[src/rtl/alu_pkg.sv]
// Shared constants for the ALU execute stage.
// Holds the alucont operation codes, the status-flag bit positions inside
// the 5-bit {C,L,F,Z,N} flag word, and the output buffer depth.
package alu_pkg;

  // alucont operation codes produced by the decoder
  localparam logic [2:0] ALU_ADD  = 3'b000;
  localparam logic [2:0] ALU_SUB  = 3'b001;
  localparam logic [2:0] ALU_AND  = 3'b010;
  localparam logic [2:0] ALU_XOR  = 3'b011;
  localparam logic [2:0] ALU_OR   = 3'b100;
  localparam logic [2:0] ALU_COMP = 3'b101;
  localparam logic [2:0] ALU_MOV  = 3'b110;
  localparam logic [2:0] ALU_RSVD = 3'b111;

  // Flag word layout {C,L,F,Z,N}
  localparam int unsigned NUM_FLAGS = 5;
  localparam int unsigned FLAG_C    = 4;
  localparam int unsigned FLAG_L    = 3;
  localparam int unsigned FLAG_F    = 2;
  localparam int unsigned FLAG_Z    = 1;
  localparam int unsigned FLAG_N    = 0;

  // Result buffer depth between execute and writeback
  localparam int unsigned BUF_DEPTH = 2;

endpackage

[src/rtl/alu_core.sv]
// Combinational ALU datapath: result, writeback enable, next flag values and
// a mask of which flags the operation writes.
// Optional build macro ALU_LSH_EN turns alucont 111 into a logical shift of
// a by the signed amount b[4:0]; otherwise 111 yields result 0, no writeback.
// Ports:
//   alucont_i     operation code
//   a_i, b_i      operands (Rdest, Rsrc/immediate)
//   result_c      operation result
//   wr_en_c       result should be written back
//   flags_c       new values for the flags selected by flags_mask_c
//   flags_mask_c  1 = flag written by this op, 0 = flag left unchanged
module alu_core
  import alu_pkg::*;
#(
  parameter int unsigned WIDTH = 16
) (
  input  logic [2:0]           alucont_i,
  input  logic [WIDTH-1:0]     a_i,
  input  logic [WIDTH-1:0]     b_i,
  output logic [WIDTH-1:0]     result_c,
  output logic                 wr_en_c,
  output logic [NUM_FLAGS-1:0] flags_c,
  output logic [NUM_FLAGS-1:0] flags_mask_c
);

  localparam int unsigned MSB = WIDTH - 1;

  // Extra top bit holds carry (add) or borrow (sub)
  logic [WIDTH:0] sum_c;
  logic [WIDTH:0] diff_c;

  assign sum_c  = {1'b0, a_i} + {1'b0, b_i};
  assign diff_c = {1'b0, a_i} - {1'b0, b_i};

`ifdef ALU_LSH_EN
  // Signed 5-bit shift amount; magnitude of -16 still fits in 5 bits
  logic [4:0]       shamt_mag_c;
  logic [WIDTH-1:0] shift_c;

  always_comb begin
    shamt_mag_c = b_i[4] ? 5'(-b_i[4:0]) : b_i[4:0];
    shift_c     = '0;
    if (32'(shamt_mag_c) < WIDTH) begin
      shift_c = b_i[4] ? (a_i >> shamt_mag_c) : (a_i << shamt_mag_c);
    end
  end
`endif

  // Operation decode
  always_comb begin
    result_c     = '0;
    wr_en_c      = 1'b0;
    flags_c      = '0;
    flags_mask_c = '0;
    case (alucont_i)
      ALU_ADD: begin
        result_c             = sum_c[MSB:0];
        wr_en_c              = 1'b1;
        flags_c[FLAG_C]      = sum_c[WIDTH];
        flags_c[FLAG_F]      = (a_i[MSB] == b_i[MSB]) && (sum_c[MSB] != a_i[MSB]);
        flags_mask_c[FLAG_C] = 1'b1;
        flags_mask_c[FLAG_F] = 1'b1;
      end
      ALU_SUB: begin
        result_c             = diff_c[MSB:0];
        wr_en_c              = 1'b1;
        flags_c[FLAG_C]      = diff_c[WIDTH];
        flags_c[FLAG_F]      = (a_i[MSB] != b_i[MSB]) && (diff_c[MSB] != a_i[MSB]);
        flags_mask_c[FLAG_C] = 1'b1;
        flags_mask_c[FLAG_F] = 1'b1;
      end
      ALU_AND: begin
        result_c = a_i & b_i;
        wr_en_c  = 1'b1;
      end
      ALU_XOR: begin
        result_c = a_i ^ b_i;
        wr_en_c  = 1'b1;
      end
      ALU_OR: begin
        result_c = a_i | b_i;
        wr_en_c  = 1'b1;
      end
      ALU_COMP: begin
        result_c             = a_i;
        flags_c[FLAG_Z]      = (a_i == b_i);
        flags_c[FLAG_L]      = (b_i > a_i);
        flags_c[FLAG_N]      = ($signed(b_i) > $signed(a_i));
        flags_mask_c[FLAG_Z] = 1'b1;
        flags_mask_c[FLAG_L] = 1'b1;
        flags_mask_c[FLAG_N] = 1'b1;
      end
      ALU_MOV: begin
        result_c = b_i;
        wr_en_c  = 1'b1;
      end
      ALU_RSVD: begin
`ifdef ALU_LSH_EN
        result_c = shift_c;
        wr_en_c  = 1'b1;
`else
        result_c = '0;
        wr_en_c  = 1'b0;
`endif
      end
      default: begin
        result_c = '0;
      end
    endcase
  end

endmodule

[src/rtl/alu_exec_stage.sv]
// ALU execute stage: accepts operations over valid/ready, computes result and
// status flags, and queues {result, tag, wr_en} in a 2-entry FIFO for
// writeback. Flags are committed on the accepting edge.
// Optional build macro ALU_LSH_EN (see alu_core) enables the shift op on 111.
// Ports:
//   clk, reset           clock, synchronous active-high reset
//   in_valid/in_ready    operation handshake (in_ready = count < 2)
//   alucont, a, b        operation code and operands
//   tag_in               destination register index
//   out_valid/out_ready  head-of-buffer handshake to writeback
//   result, tag_out      head entry payload
//   wr_en                head entry should be written to the register file
//   flags                {C,L,F,Z,N} status register
module alu_exec_stage
  import alu_pkg::*;
#(
  parameter int unsigned WIDTH = 16,
  parameter int unsigned TAGW  = 4
) (
  input  logic                 clk,
  input  logic                 reset,
  input  logic                 in_valid,
  output logic                 in_ready,
  input  logic [2:0]           alucont,
  input  logic [WIDTH-1:0]     a,
  input  logic [WIDTH-1:0]     b,
  input  logic [TAGW-1:0]      tag_in,
  output logic                 out_valid,
  input  logic                 out_ready,
  output logic [WIDTH-1:0]     result,
  output logic [TAGW-1:0]      tag_out,
  output logic                 wr_en,
  output logic [NUM_FLAGS-1:0] flags
);

  localparam int unsigned CNT_W = $clog2(BUF_DEPTH + 1);
  localparam int unsigned IDX_W = $clog2(BUF_DEPTH);

  // Entry 0 is always the head; a pop shifts the younger entry down
  logic [WIDTH-1:0]     res_q [BUF_DEPTH];
  logic [WIDTH-1:0]     res_d [BUF_DEPTH];
  logic [TAGW-1:0]      tag_q [BUF_DEPTH];
  logic [TAGW-1:0]      tag_d [BUF_DEPTH];
  logic                 wr_q  [BUF_DEPTH];
  logic                 wr_d  [BUF_DEPTH];
  logic [CNT_W-1:0]     count_q, count_d;
  logic [NUM_FLAGS-1:0] flags_q, flags_d;

  logic [WIDTH-1:0]     core_res_c;
  logic                 core_wr_c;
  logic [NUM_FLAGS-1:0] core_flags_c;
  logic [NUM_FLAGS-1:0] core_mask_c;
  logic                 push_c, pop_c;
  logic [IDX_W-1:0]     slot_c;

  alu_core #(
    .WIDTH (WIDTH)
  ) u_core (
    .alucont_i    (alucont),
    .a_i          (a),
    .b_i          (b),
    .result_c     (core_res_c),
    .wr_en_c      (core_wr_c),
    .flags_c      (core_flags_c),
    .flags_mask_c (core_mask_c)
  );

  assign in_ready  = (count_q < CNT_W'(BUF_DEPTH));
  assign out_valid = (count_q != '0);
  assign push_c    = in_valid && in_ready;
  assign pop_c     = out_valid && out_ready;

  assign result  = res_q[0];
  assign tag_out = tag_q[0];
  assign wr_en   = wr_q[0];
  assign flags   = flags_q;

  // Next-state for FIFO, count and flags
  always_comb begin
    res_d   = res_q;
    tag_d   = tag_q;
    wr_d    = wr_q;
    count_d = count_q;
    flags_d = flags_q;
    slot_c  = '0;

    if (pop_c) begin
      for (int i = 0; i < int'(BUF_DEPTH) - 1; i++) begin
        res_d[i] = res_q[i+1];
        tag_d[i] = tag_q[i+1];
        wr_d[i]  = wr_q[i+1];
      end
    end

    if (push_c) begin
      // Write lands behind whatever survives this cycle's pop
      slot_c        = IDX_W'(count_q - CNT_W'(pop_c));
      res_d[slot_c] = core_res_c;
      tag_d[slot_c] = tag_in;
      wr_d[slot_c]  = core_wr_c;
      flags_d       = (flags_q & ~core_mask_c) | (core_flags_c & core_mask_c);
    end

    count_d = count_q + CNT_W'(push_c) - CNT_W'(pop_c);
  end

  // State registers
  always_ff @(posedge clk) begin
    if (reset) begin
      for (int i = 0; i < int'(BUF_DEPTH); i++) begin
        res_q[i] <= '0;
        tag_q[i] <= '0;
        wr_q[i]  <= 1'b0;
      end
      count_q <= '0;
      flags_q <= '0;
    end else begin
      res_q   <= res_d;
      tag_q   <= tag_d;
      wr_q    <= wr_d;
      count_q <= count_d;
      flags_q <= flags_d;
    end
  end

endmodule
[config.mk]
export PLATFORM = sky130hd
export DESIGN_NAME = alu_exec_stage
export DESIGN_NICKNAME = d
export VERILOG_FILES = /design/src/rtl/alu_pkg.sv /design/src/rtl/alu_core.sv /design/src/rtl/alu_exec_stage.sv
export SDC_FILE = /design/constraint.sdc
export NUM_CORES = 1
export LEC_CHECK = 0
export ABC_AREA = 0
export CORE_MARGIN = 10
export CORE_UTILIZATION = 48
export CTS_BUF_LIST = sky130_fd_sc_hd__clkbuf_16
export CTS_CLUSTER_DIAMETER = 80
export CTS_CLUSTER_SIZE = 16
export DETAILED_ROUTE_END_ITERATION = 7
export GPL_TIMING_DRIVEN = 0
export PLACE_DENSITY = 0.78
export SLEW_MARGIN = 5
export SYNTH_ARGS = -nofsm -noshare
export SYNTH_HDL_FRONTEND = slang
export SYNTH_HIERARCHICAL = 1
export SYNTH_SLANG_ARGS = --single-unit
[constraint.sdc]
create_clock -name clk -period 2.92 [get_ports clk]
set_input_delay 0.584 -clock clk [delete_from_list [all_inputs] [get_ports clk]]
set_output_delay 0.584 -clock clk [all_outputs]
set_load 0.02 [all_outputs]
==> flow_summary.yaml, run 1 <==
timing:
  setup_ws_ps: 30.4
  setup_viol: 0
  worst_slew_pin_slew_ps: 824
  relSlewSlack_pct: 45.0
  rsz0062_at_grt: "true"
  fmax_mhz: 346
  hold_viol: 0
  fin_crit_ps: 2890
  slew_viol_final: 0
  setup_tns_ps: 0
  finClkSkew_ps: 3.40
  fin_crit_sh_pct: 99.0
critical_path:
  worstSetupPathType: "primary input to flip-flop"
  rr_endpoint: "count_q[1]"
  crit_required_ps: 3120
  cp-startpoint: "a[2]"
  r2r_slack_ps: 1300
  critPathMaxFanout: 5
  cp-end-kind: "flip-flop"
  ff2ff_path_depth: 7
  setup.worst_path.end: "result[14]"
  start_kind: "primary input"
  arrival_ps: 3080
  r2r_start: "count_q[1]"
cts:
  root_buffer: "clkbuf_16"
  cts_hold_buf: 0
  ctsLongestPathBuffers: 2
  clk_latency_ps: 290
  cts_tree: "built"
  path_clk_slew_ps: 60
  numCtsBuffers: 5
  h-tree-depth: 2
  cts.sinks: 49
final_layout:
  area_growth_pct: 28.1
  drive_gt1_share_pct: 23.6
  layout_common_cells: "nand2_1, a21oi_1, ha_1"
  final_common_cell: "nand2_1"
  layout.nets: 898
  antenna_cells: 0
  finalNonFillerCells: 928
  regArea_um2: 981
  num-fill-cells: 997
  multiInputGateArea_um2: 4100
yosys:
  syn-cell-area_um2: 5330
  syn_nets: 811
  synthArstFlopShare_pct: 0
  ys_types: 71
  synth_flop_cell: "dfxtp_1"
  synth_edf_count: 0
  yosys_warnings: 6
  synth_sequential_area_ratio_pct: 18.4
  syn_avg_cell_area_um2: 7.61
  syn_inst: 701
  yosys_register_bits: 49
floorplan:
  design.core.area_um2: 10800
  initial_core_util_pct: 49.2
  io_pins: 71
  floorplan.die.height_um: 125
  num_rows: 38
  die_area_um2: 15700
  die_w_um: 125
global_routing:
  grt_max_degree: 20
  track_usage_pct: 20.9
  grt_pass1_vias: 5292
  gr-total-overflow: 0
  grt_pass1_wl_um: 28000
  antenna_found_initial: 0
route:
  route.vias.total: 5500
  viasPerCell: 5.93
  dr.pass1.iters: 5
  drt-total-wl_um: 17600
  drt_iter0_markers: 532
  wl_per_cell_um: 18.9
  drtAntennaViolNets: 0
  drc: 0
placement:
  gp_congestion: 0.946
  dp_slack_ps: -965
  portBuffers: 68
  dp_hpwl_um: 13100
  dp_cells: 909
power:
  power_density_nw_per_um2: 450
  p_leak_uw: 0.00280
  max-vdd-ir-drop_mv: 0.311
worst_hold_path:
  hp-class: "flip-flop to flip-flop"
flow_run:
  max-cap-violations: 0
run_status:
  status: "finished, final reports clean"
-- report_power, final --
group,total [µW],internal (µW),switching [µW]
sequential,827,767,59.6
clock,553,307,245
combinational,1690,745,948
-- layer usage --
layer,vias to the layer above,global-route usage (%),part of all wire (%),wire length [µm]
met5,-,0,0,0
met4,0,5.49,2.3,401
met3,30,2.45,7.5,1310
met2,237,34.8,47,8330
met1,2614,27.9,43,7500
li1,2619,-,-,-
-- worst min-delay path by stage --
stage          cells after the start   endpoint  slack (ps)
6_report                           2  flip-flop         460
5_1_grt                            2  flip-flop         480
4_1_cts                            2  flip-flop         460
3_5_place_dp                       2  flip-flop         450
3_3_place_gp                       2  flip-flop         440
2_1_floorplan                      2  flip-flop         440
-- what timing repair did --
item                       4_1_cts  5_1_grt
pin swaps                       23       19
hold endpoints to repair         0        0
resized for setup              119       45
setup buffers                   12        4
setup endpoints to repair       36       19
-- cell type report --
type,instances,share of cell area [%]
Tap cell,140,2.56
Multi-Input combinational cell,521,59.9
Sequential cell,49,14.4
Clock buffer,5,1.83
Clock inverter,2,0.110
Buffer,70,6.59
Inverter,57,3.22
Timing Repair Buffer,84,11.4
-- cells by family (layout without fill, tap and decap cells) --
group           Yosys count  after routing  synth area share [%]
buf+inv                 131            218                  11.8
fa+ha+maj                67             67                  16.0
xor+xnor                 13             13                  2.13
compound gates          197            197                  27.6
mux                      24             24                  5.18
simple gates            220            220                  19.0
flops                    49             49                  18.4
-- critical path, stage by stage --
cell and delay (ps):
buf_4 110, inv_2 40, ha_1 290, buf_6 130, nand2b_4 140, a221o_1 360, a221oi_4 390, nand3_1 130
a22o_1 240, xnor2_1 120, o21ai_1 200, nor3_1 80, a311oi_1 250
-- synthesized netlist by cell type (3+ instances only) --
| library cell | n | share of area, % |
|---|---|---|
| o21ai_0 | 19 | 1.8 |
| o22ai_1 | 7 | 0.82 |
| nor4_1 | 3 | 0.35 |
| dfxtp_1 | 49 | 18 |
| nand2b_1 | 6 | 0.70 |
| or3_1 | 3 | 0.35 |
| a21oi_1 | 69 | 6.5 |
| a311oi_1 | 3 | 0.49 |
| nand4_1 | 3 | 0.35 |
| buf_4 | 26 | 3.7 |
| a21o_1 | 3 | 0.42 |
| a22oi_1 | 3 | 0.42 |
| a31oi_1 | 5 | 0.59 |
| nand2_1 | 103 | 7.2 |
| buf_2 | 18 | 1.7 |
| ha_1 | 65 | 15 |
| a22o_1 | 6 | 0.99 |
| clkbuf_1 | 25 | 1.8 |
| a211oi_1 | 9 | 1.3 |
| o211ai_1 | 5 | 0.70 |
| nor2b_1 | 9 | 1.1 |
| o21a_1 | 3 | 0.42 |
| o31ai_1 | 3 | 0.42 |
| a221oi_1 | 11 | 1.8 |
| o21ai_1 | 3 | 0.28 |
| o21bai_1 | 5 | 0.70 |
| buf_1 | 3 | 0.21 |
| nand3_1 | 13 | 1.2 |
| mux2_2 | 9 | 1.9 |
| inv_1 | 56 | 3.9 |
| xnor2_1 | 13 | 2.1 |
| o221ai_1 | 3 | 0.49 |
| nor2_1 | 39 | 2.7 |
| a311oi_2 | 20 | 5.6 |
| nor3_1 | 25 | 2.3 |
| mux2i_1 | 13 | 2.4 |
-- through the flow --
stage / hold slack (ps) / area [µm²] / utilization [%] / total power [µW]
floorplan: 437 / 5330 / - / 1860
global placement: 442 / 6190 / 57.1 / 2330
detailed placement: 447 / 6190 / 57.1 / 2360
CTS: 456 / 6710 / 61.9 / 3020
global route: 478 / 6830 / 63.0 / 3240
finish: 455 / 6830 / 63.0 / 3070
(Power assumes the default switching activity.)
==> inputs of run 2 (changes only) <==
--- a/config.mk
+++ b/config.mk
@@ -6,7 +6,7 @@
 export NUM_CORES = 1
 export LEC_CHECK = 0
 export ABC_AREA = 0
-export CORE_MARGIN = 10
+export CORE_MARGIN = 2
 export CORE_UTILIZATION = 48
 export CTS_BUF_LIST = sky130_fd_sc_hd__clkbuf_16
 export CTS_CLUSTER_DIAMETER = 80
==> flow_summary.yaml, run 2 (same netlist as run 1, synthesis figures left out) <==
run_status:
  status: "finished, final reports clean"
route:
  wl_per_cell_um: 18.9
  dr.pass1.iters: 5
  viasPerCell: 5.96
  drtAntennaViolNets: 0
  drt_iter0_markers: 540
  drt-total-wl_um: 17600
  drc: 0
  route.vias.total: 5546
cts:
  clk_latency_ps: 290
  h-tree-depth: 2
  ctsLongestPathBuffers: 2
  cts_tree: "built"
  cts.sinks: 49
  root_buffer: "clkbuf_16"
  numCtsBuffers: 5
  path_clk_slew_ps: 60
critical_path:
  crit_required_ps: 3110
  r2r_start: "count_q[1]"
  cp_top_family: "compound AO/OA/AOI/OAI gates"
  cp-end-kind: "flip-flop"
  arrival_ps: 3100
  max_stage_delay_ps: 390
  slowest_stage: "fa_2"
  worstSetupPathType: "primary input to flip-flop"
  cp.buffers_inverters: 1
  ff2ff_path_depth: 7
  rr_endpoint: "count_q[1]"
  start_kind: "primary input"
  critPathMaxFanout: 4
  cp_cell_sequence: "buf_4 > ha_2 > fa_2 > a21oi_2 > o211ai_1 > a41oi_2 > o41ai_2 > a22o_1 > xnor2_2 > o21ai_2 > nor3_1 > a311oi_1"
  r2r_slack_ps: 1270
timing:
  setup_ws_ps: 12.1
  fin_crit_ps: 2910
  hold_viol: 0
  setup_viol: 0
  finClkSkew_ps: 3.38
  worst_slew_pin_slew_ps: 805
  relSlewSlack_pct: 46.3
  fin_crit_sh_pct: 99.6
  slew_viol_final: 0
  fmax_mhz: 344
global_routing:
  grt_max_degree: 20
  grt_pass1_vias: 5488
  track_usage_pct: 29.5
  grt_pass1_wl_um: 27500
  antenna_found_initial: 0
  gr-total-overflow: 0
final_layout:
  area_growth_pct: 29.2
  layout_common_cells: "nand2_1, a21oi_1, ha_1"
  final_common_cell: "nand2_1"
  regArea_um2: 981
  drive_gt1_share_pct: 25.3
  antenna_cells: 0
  multiInputGateArea_um2: 4120
  layout.nets: 900
  num-fill-cells: 944
power:
  power_density_nw_per_um2: 462
  seqPwrFrac_pct: 25.9
  max-vdd-ir-drop_mv: 0.347
  p_leak_uw: 0.00284
  pwr-share-clk_pct: 20.0
  p_int_uw: 1920
  p_sw_uw: 1260
  power_uw: 3180
  power_frac_comb_pct: 54.0
  sw_frac_of_total_pct: 39.7
placement:
  portBuffers: 68
  dp_slack_ps: -1010
  dp_hpwl_um: 13000
  gp_congestion: 0.977
floorplan:
  die_w_um: 109
  design.core.area_um2: 10800
  die_area_um2: 12000
  num_rows: 38
  io_pins: 71
  floorplan.die.height_um: 109
  initial_core_util_pct: 49.2
flow_run:
  max-cap-violations: 0
worst_hold_path:
  hold_depth: 2
  hp-class: "flip-flop to flip-flop"
-- run 2: changes by cell type in the layout (fill, tap and decap cells not counted), sizes merged --
| cell | previous run | this run |
|---|---|---|
| clkbuf | 27 | 35 |
| clkdlybuf4s15 | 5 | 1 |
| dlygate4sd2 | 9 | 7 |
| buf | 71 | 72 |
| bufinv | 0 | 1 |
| clkdlybuf4s50 | 42 | 41 |
| clkinvlp | 1 | 0 |
| inv | 56 | 57 |
-- run 2: stage by stage --
| stage | area (µm²) | utilization [%] | instances | hold slack (ps) | setup TNS (ps) |
|---|---|---|---|---|---|
| after floorplan | 5330 | - | 701 | 437 | 0 |
| after global placement | 6190 | 57.1 | 909 | 442 | -23240 |
| after detailed placement | 6190 | 57.1 | 909 | 447 | -23770 |
| after CTS | 6700 | 61.8 | 921 | 455 | 0 |
| after global routing | 6890 | 63.6 | 931 | 471 | -131 |
| final | 6890 | 63.6 | 931 | 457 | 0 |
-- run 2: repair_timing --
action | CTS | global route
resized for setup | 114 | 69
endpoints found under the setup margin | 36 | 24
buffers inserted | 8 | 11
hold buffers | 0 | 0
pin swaps | 24 | 28
-- run 2: layout make-up --
type | instances | share of cell area (%)
multi-input combinational | 521 | 59.9
sequential | 49 | 14.2
timing repair buffer | 87 | 11.5
buffer | 69 | 6.36
inverter | 57 | 3.18
tap | 140 | 2.54
clock buffer | 5 | 1.82
clock inverter | 3 | 0.545
-- run 2: metal layers --
metal	global-route usage (%)	vias to the layer above	routed length [µm]
met5	0	-	0
met4	10.5	0	671
met3	5.63	51	1260
met2	48.3	250	8170
met1	38.6	2616	7520
li1	-	2629	-
-- run 2: power groups by stage --
stage / combinational (µW) / sequential (µW) / clock (µW)
4_1_cts: 1630 / 826 / 644
6_report: 1720 / 826 / 638
3_3_place_gp: 1480 / 835 / 0
2_1_floorplan: 1030 / 829 / 0
3_5_place_dp: 1520 / 841 / 0
5_1_grt: 1840 / 838 / 687
-- run 2: worst register-to-register path, stage by stage (launching register included) --
cell     delay [ps]
dfxtp_1         300
buf_4           160
o21ai_2         230
buf_2           270
xnor2_1         100
ha_1            200
nor3_1          190
nor3_1           70
-- run 2: worst max-delay path by stage --
stage,start,end,slack [ps],cells after the start
5_1_grt,a[14],flip-flop,-30,11
4_1_cts,a[13],flip-flop,2,11
3_3_place_gp,a[2],result[10],-920,13
3_5_place_dp,a[3],result[15],-1010,13
2_1_floorplan,a[2],result[10],140,12
6_report,b[0],result[14],10,12
==> inputs of run 3 (changes only) <==
--- a/config.mk
+++ b/config.mk
@@ -9,11 +9,12 @@
 export CORE_MARGIN = 2
 export CORE_UTILIZATION = 48
 export CTS_BUF_LIST = sky130_fd_sc_hd__clkbuf_16
-export CTS_CLUSTER_DIAMETER = 80
+export CTS_CLUSTER_DIAMETER = 40
 export CTS_CLUSTER_SIZE = 16
 export DETAILED_ROUTE_END_ITERATION = 7
 export GPL_TIMING_DRIVEN = 0
 export PLACE_DENSITY = 0.78
+export SETUP_SLACK_MARGIN = 0.15
 export SLEW_MARGIN = 5
 export SYNTH_ARGS = -nofsm -noshare
 export SYNTH_HDL_FRONTEND = slang
==> flow_summary.yaml, run 3 (same netlist as run 1, synthesis figures left out) <==
run_status:
  status: "finished, final reports clean"
timing:
  fin_crit_sh_pct: 95.7
  fmax_mhz: 358
  hold_viol: 0
  worst_slew_pin_slew_ps: 825
  finClkSkew_ps: 5.65
  timing.hold.ws_ps: 460
  setup_ws_ps: 126
  fin_crit_ps: 2790
  slew_viol_final: 0
  rsz0062_at_grt: "true"
  setup_viol: 0
  relSlewSlack_pct: 45.0
power:
  power_density_nw_per_um2: 443
  max-vdd-ir-drop_mv: 0.340
  p_leak_uw: 0.00293
critical_path:
  arrival_ps: 2990
  crit_required_ps: 3110
  start_kind: "primary input"
  cp-end-kind: "flip-flop"
  critPathMaxFanout: 5
  worstSetupPathType: "primary input to flip-flop"
global_routing:
  grt_pass1_wl_um: 27300
  grt_max_degree: 14
  track_usage_pct: 29.0
  gr-total-overflow: 0
  grt_pass1_vias: 5480
  antenna_found_initial: 0
cts:
  clk_latency_ps: 290
  path_clk_slew_ps: 60
  h-tree-depth: 2
  numCtsBuffers: 5
  ctsLongestPathBuffers: 2
  cts.sinks: 49
  root_buffer: "clkbuf_16"
  cts_tree: "built"
route:
  drt-total-wl_um: 17900
  viasPerCell: 5.97
  wl_per_cell_um: 18.8
  route.vias.total: 5681
  drtAntennaViolNets: 0
  drt_iter0_markers: 438
  dr.pass1.iters: 5
  drc: 0
final_layout:
  layout_common_cells: "nand2_1, buf_4, a21oi_1"
  utilization_pct: 65.7
  layout.nets: 921
  num-fill-cells: 907
  antenna_cells: 0
  final_common_cell: "nand2_1"
  drive_gt1_share_pct: 30.5
  area_growth_pct: 33.6
floorplan:
  initial_core_util_pct: 49.2
  design.core.area_um2: 10800
  die_area_um2: 12000
  io_pins: 71
  floorplan.die.height_um: 109
  num_rows: 38
  die_w_um: 109
worst_hold_path:
  hp-class: "flip-flop to flip-flop"
placement:
  portBuffers: 68
  gp_congestion: 0.967
  dp_slack_ps: -942
  dp_hpwl_um: 12700
flow_run:
  max-cap-violations: 0
==> run 3: cell count changes in the layout (fill, tap and decap cells not counted), sizes merged <==
| cell | change |
|---|---|
| dlygate4sd2 | -4 |
| dlymetal6s2s | -2 |
| clkdlybuf4s15 | +3 |
| clkbuf | +3 |
| bufinv | -1 |
| clkinvlp | +1 |
| clkinv | -1 |
| buf | +24 |
| clkdlybuf4s50 | -3 |
==> run 3: stage by stage <==
step / power (µW) / TNS [ps] / std cells / cell area (µm²)
floorplan: 1860 / 0 / 701 / 5330
global placement: 2320 / -22590 / 909 / 6190
detailed placement: 2350 / -24410 / 909 / 6190
CTS: 3030 / 0 / 937 / 6800
global route: 3320 / 0 / 951 / 7130
finish: 3160 / 0 / 951 / 7130
==> run 3: where the power goes <==
part           switching, µW  internal (µW)  leakage, µW  total, µW
registers               59.0            768     0.000401        827
logic                    989            794      0.00246       1780
clock network            240            307    0.0000685        547
==> run 3: path summary, 6_finish.rpt <==
path | start | to | slack (ps) | cells after the start
worst max-delay path | a[2] | result[6] | 130 | 13
worst min-delay path | flip-flop | flip-flop | 460 | 2
worst max register to register | count_q[1] | count_q[1] | 1290 | 7
worst min register to register | flip-flop | flip-flop | 460 | 2
==> run 3: layout make-up <==
cell class	count	area [µm²]	share of cell area, %
clock inverter	2	7.51	0.105
timing repair buffer	103	888	12.5
tap	140	175	2.46
buffer	74	492	6.90
clock buffer	5	125	1.76
multi-input combinational	521	4230	59.4
inverter	57	228	3.20
sequential	49	981	13.8
==> run 3: metal layers <==
layer | GRT usage (%) | vias to the layer above | part of all wire, %
met5 | 0 | - | 0
met4 | 10.0 | 0 | 3.4
met3 | 3.44 | 49 | 7.8
met2 | 47.7 | 273 | 47
met1 | 39.2 | 2699 | 42
li1 | - | 2660 | -
==> run 3: worst max-delay path, stage by stage <==
cell      delay, ps
buf_6           100
inv_4            40
ha_4            230
buf_6           120
nand2b_4        140
a221o_1         370
a22o_1          210
o221ai_1        260
xnor2_1         200
nand2b_1        110
a22oi_2         240
nor3_1          120
a311oi_2        260
==> run 3: timing repair <==
item                       4_1_cts  5_1_grt
setup endpoints to repair       39       25
pin swaps                       29       41
buffers inserted                21       14
hold buffers                     0        0
gates cloned                     0        0
resized for setup              161       94
